<file path="config.mk">
export PLATFORM = sky130hd
export DESIGN_NAME = config_stream_writer
export DESIGN_NICKNAME = d
export VERILOG_FILES = /design/src/rtl/cfg_bus_pkg.sv /design/src/rtl/config_stream_writer.sv
export SDC_FILE = /design/constraint.sdc
export NUM_CORES = 1
export LEC_CHECK = 0
export CORE_MARGIN = 8
export CORE_UTILIZATION = 44
export CTS_CLUSTER_DIAMETER = 150
export DETAILED_ROUTE_END_ITERATION = 8
export GPL_TIMING_DRIVEN = 1
export PLACE_DENSITY = 0.85
export SYNTH_ARGS = -nofsm -noshare
export SYNTH_HDL_FRONTEND = slang
export SYNTH_SLANG_ARGS = --single-unit
</file>
<file path="constraint.sdc">
create_clock -name clk -period 3.5 [get_ports clk]
set_clock_uncertainty 0.05 [all_clocks]
set_input_delay 0.7 -clock clk [delete_from_list [all_inputs] [get_ports clk]]
set_output_delay 0.7 -clock clk [all_outputs]
set_load 0.01 [all_outputs]
</file>
<file path="src/rtl/cfg_bus_pkg.sv">
// Shared types and constants for the tile configuration bus initiator.
package cfg_bus_pkg;

   typedef enum logic [2:0] {
      IDLE  = 3'd0,
      WAIT  = 3'd1,
      DRIVE = 3'd2,
      GAP   = 3'd3,
      DONE  = 3'd4
   } state_t;

   localparam int          CFG_ADDR_W   = 32;
   localparam int          CFG_DATA_W   = 32;
   localparam logic [31:0] CFG_END_ADDR = 32'hFFFF_FFFF;

endpackage

</file>
<file path="src/rtl/config_stream_writer.sv">
// Replays (address, data) records onto the config bus, holding config_en for
// HOLD_CYCLES and idling GAP_CYCLES between writes; END_ADDR closes the load.
module config_stream_writer
   import cfg_bus_pkg::*;
#(
   parameter int                ADDR_W      = CFG_ADDR_W,
   parameter int                DATA_W      = CFG_DATA_W,
   parameter int                HOLD_CYCLES = 2,
   parameter int                GAP_CYCLES  = 1,
   parameter logic [ADDR_W-1:0] END_ADDR    = ADDR_W'(CFG_END_ADDR),
   parameter int                COUNT_W     = 16
) (
   input  logic               clk,
   input  logic               reset,
   input  logic               start,
   input  logic               in_valid,
   output logic               in_ready,
   input  logic [ADDR_W-1:0]  in_addr,
   input  logic [DATA_W-1:0]  in_data,
   output logic [ADDR_W-1:0]  config_addr,
   output logic [DATA_W-1:0]  config_data,
   output logic               config_en,
   output logic               busy,
   output logic               done,
   output logic [COUNT_W-1:0] word_count,
   output logic [2:0]         fsm_state
);

   // Handshake: a record transfers on a rising edge where in_valid && in_ready;
   // in_ready is high only in WAIT and never depends on in_valid.
   localparam logic [3:0] HOLD_LOAD = 4'(HOLD_CYCLES - 1);
   localparam logic [3:0] GAP_LOAD  = 4'(GAP_CYCLES - 1);

   state_t state, state_nxt;
   logic [3:0] cnt, cnt_nxt;
   logic accept, is_end;

   logic [ADDR_W-1:0]  addr_nxt;
   logic [DATA_W-1:0]  data_nxt;
   logic [COUNT_W-1:0] count_nxt;
   logic en_nxt, ready_nxt, busy_nxt, done_nxt;

   assign accept    = in_ready && in_valid;
   assign is_end    = (in_addr == END_ADDR);
   assign fsm_state = state;

   always_ff @(posedge clk or posedge reset) begin
      if (reset) begin
         state <= IDLE;
         cnt   <= '0;
      end else begin
         state <= state_nxt;
         cnt   <= cnt_nxt;
      end
   end

   // One down-counter serves both the hold window and the gap window.
   always_comb begin
      state_nxt = state;
      cnt_nxt   = cnt;
      case (state)
         IDLE, DONE: begin
            if (start) state_nxt = WAIT;
         end
         WAIT: begin
            if (accept) begin
               if (is_end) begin
                  state_nxt = DONE;
               end else begin
                  state_nxt = DRIVE;
                  cnt_nxt   = HOLD_LOAD;
               end
            end
         end
         DRIVE: begin
            if (cnt == 4'd0) begin
               if (GAP_CYCLES == 0) begin
                  state_nxt = WAIT;
               end else begin
                  state_nxt = GAP;
                  cnt_nxt   = GAP_LOAD;
               end
            end else begin
               cnt_nxt = cnt - 4'd1;
            end
         end
         GAP: begin
            if (cnt == 4'd0) state_nxt = WAIT;
            else             cnt_nxt   = cnt - 4'd1;
         end
         default: state_nxt = IDLE;
      endcase
   end

   always_comb begin
      addr_nxt  = config_addr;
      data_nxt  = config_data;
      count_nxt = word_count;
      done_nxt  = done;
      if ((state == IDLE || state == DONE) && start) begin
         done_nxt  = 1'b0;
         count_nxt = '0;
      end
      if (accept) begin
         if (is_end) begin
            done_nxt = 1'b1;
         end else begin
            addr_nxt = in_addr;
            data_nxt = in_data;
            if (word_count != '1) count_nxt = word_count + 1'b1;
         end
      end
      en_nxt    = (state_nxt == DRIVE);
      ready_nxt = (state_nxt == WAIT);
      busy_nxt  = (state_nxt == WAIT) || (state_nxt == DRIVE) || (state_nxt == GAP);
   end

   // Async clear drops config_en immediately when a write is abandoned.
   always_ff @(posedge clk or posedge reset) begin
      if (reset) begin
         config_addr <= '0;
         config_data <= '0;
         config_en   <= 1'b0;
         in_ready    <= 1'b0;
         busy        <= 1'b0;
         done        <= 1'b0;
         word_count  <= '0;
      end else begin
         config_addr <= addr_nxt;
         config_data <= data_nxt;
         config_en   <= en_nxt;
         in_ready    <= ready_nxt;
         busy        <= busy_nxt;
         done        <= done_nxt;
         word_count  <= count_nxt;
      end
   end

endmodule

</file>
==> metrics <==
synth top area cells=dfrtp_1 (57%), nand2_1 (19%), a221o_1 (2.5%); CTS tree=done; Yosys reg bits=91; number of diodes=0; Vert. Die Dim=111.4 um; sequential standard cell area=approximately 0.0023 mm^2; IO Pins=approximately 160; PortBufs=~150; Setup violations, final=0; max-cap violations=0; kind of critical path=primary input to register; DPL Wire Length=roughly 8.9 mm; Synth Cell Area=between 0.004 and 0.005 mm^2; core area=between 0.009 and 0.01 mm^2; CP arrival=roughly 2900 ps; via/cell ratio=approximately 5.2; clock share of power=0.178; clk_lat worst skew=350 ps; initial antenna violation count=0; Worst-Margin Slew=796.6 ps; Final GP Congestion=slightly below 0.8; Final Critical Period=2665 ps; 1st-iter DRT viols=260; EDFF count, synth=0; Switching Share=0.3521; Fin Setup TNS=0 ps; DR vias=approximately 3,700; area delta synth->final=47.16%; vias in the first global route=~3,700; syn avg cell area=9.162 um^2; P_leak=between 0.002 and 0.003 uW; final wirelength=around 12 mm; register-to-register setup slack=about 1500 ps; required time of the critical path=3680 ps; Sw Pwr=between 1500 and 2000 uW; grt total ovfl=0; DRC violations left=0; max frequency=between 300 and 400 MHz; maximum vdd drop=~0.43 mV; Synth top area share=0.5688; Routed Antenna Nets=0; post-synth cell types=between 40 and 50; HP Class=register to register; fin crit share=0.7614; post-CTS setup repair buffer count=0; maximum fanout along the worst path=49; share of flip-flops with an asynchronous set or reset=1.000; final hold violations=0; hold_buf cts=0; Global Route Usage Sum=0.1873; CP endpoint kind=register; post-CTS resize count=0; Synth Warn #=0; CTS Sinks=91; met2 usage=0.3145; Final Slew Violations=0; sequential share of power=0.383; final core utilization=0.6531; Comb pwr share=0.439; drt pass-1 iters=5; GRT met3 Usage=0.05269; Synth Flop Type=dfrtp_1; WL per Instance=roughly 17 um; largest area contributor in the netlist=dfrtp_1; largest net degree at the start of global routing=between 60 and 70; share of cells above drive strength 1=0.05724; # fillers=between 700 and 800; Placement Cell Area=0.005664 mm^2; first-pass GRT wire length=19.07 mm; Worst-path clk slew=90 ps; Rel. slew slack=0.4683; post-layout power=4486 uW; sequential share of the synthesized area=0.5688; Mapped Cells=437; die outline area=approximately 0.012 mm^2; Hold WS=about 430 ps; RSZ-0062 raised after global routing=no; Pwr Density=between 700 and 800 mW/mm^2; Syn Nets=508; layer with the highest usage=met2; area occupied by multi-input gates=between 0.0015 and 0.002 mm^2; Die Wd=111.4 um; Rows=35; fin area=just under 0.006 mm^2; root buf cell=clkbuf_8; GR Layer Usage met1=0.2266; total CTS buffers=9; crit path launch type=primary input; Internal=2907 uW; clock buffer depth=2; initial core utilization=0.4438; fin nets=660; H-tree depth=3; status=finished, final reports clean
[path summary, 6_finish.rpt]
check / start / end / depth (start not counted)
min in group asynchronous: reset / config_data[10]$_DFFE_PP0P_ / 2
min: config_data[7]$_DFFE_PP0P_ / config_data[7]$_DFFE_PP0P_ / 2
max in group asynchronous: reset / config_addr[30]$_DFFE_PP0P_ / 3
max reg2reg: word_count[1]$_DFF_PP0_ / word_count[4]$_DFF_PP0_ / 5
min reg2reg: config_data[7]$_DFFE_PP0P_ / config_data[7]$_DFFE_PP0P_ / 2
max: in_addr[30] / word_count[11]$_DFF_PP0_ / 7
[placed cells by master, fill, tap and decap left out, drive strengths merged, types with 4 or more instances in the layout]
master,instances
a21oi,6
a221o,10
and2,5
and4,4
buf,6
clkbuf,11
clkdlybuf4s50,154
clkinv,4
dfrtp,91
inv,7
nand2,208
nand3,5
nand4,15
nor2,12
nor3,8
nor4,7
o21ai,8
[synth_stat cells (2+ instances only)]
cell type    n
a32o_1       3
a21oi_1      5
clkbuf_1     4
xnor2_1      2
o21ai_0      3
a221o_1     10
nor3_1       8
buf_6        2
xor2_1       2
o21a_1       2
and2_1       4
ha_1         3
buf_1        2
buf_2       11
and4_1       3
nor2_1      12
inv_1        7
nor4_1       5
nand2b_1     2
nand2_1    207
mux2i_1      2
dfrtp_1     91
nor4_4       2
nand4_1     14
nand3_1      5
o21ai_1      5
[power by group through the flow]
stage	Clock, uW	Sequential, uW	Combinational, uW
3_3_place_gp	0	1710	1930
6_report	798	1720	1970
5_1_grt	855	1770	2160
3_5_place_dp	0	1740	1990
4_1_cts	818	1720	2000
2_1_floorplan	0	1890	716
[state kept, by name, indices dropped and copies added (netlist names)]
signal       count
config_addr     32
config_data     32
in_ready         1
config_en        1
done             1
busy             1
word_count      16
fsm_state        3
cnt              4
[layer usage]
metal  share of wire  wire length, um
met5               0                0
met4           0.018              208
met3           0.068              803
met2            0.50             5878
met1            0.42             4913
[worst max-delay path, cell delays in order]
cell	delay, ps
clkdlybuf4s50_1	490
nand4_1	180
nor4_4	420
a21o_2	210
buf_4	420
nor3_1	130
a221o_1	280
[cell families after synthesis]
logic type | count (synthesis) | share of synthesized area
buffers and inverters | 27 | 0.03250
flip-flops | 91 | 0.5687
AO/OA/AOI/OAI | 36 | 0.07125
adder cells (fa/ha/maj) | 3 | 0.009376
AND/OR/NAND/NOR | 273 | 0.3016
XOR/XNOR | 4 | 0.008752
multiplexers | 3 | 0.007813
[layout make-up]
class | count | share of cell area
repair buffers | 160 | 0.2735
well taps | 111 | 0.02357
multi-input cells | 319 | 0.2725
clock buffers | 11 | 0.02400
inverters | 8 | 0.005309
clock inverters | 5 | 0.01465
flip-flops and latches | 91 | 0.3865
[stage by stage]
stage               instances  setup WS, ps
floorplan                 437         386.4
global placement          689         513.1
detailed placement        689         462.2
CTS                       705         849.7
global route              705         712.0
finish                    705         835.1
(Power assumes the default switching activity.)
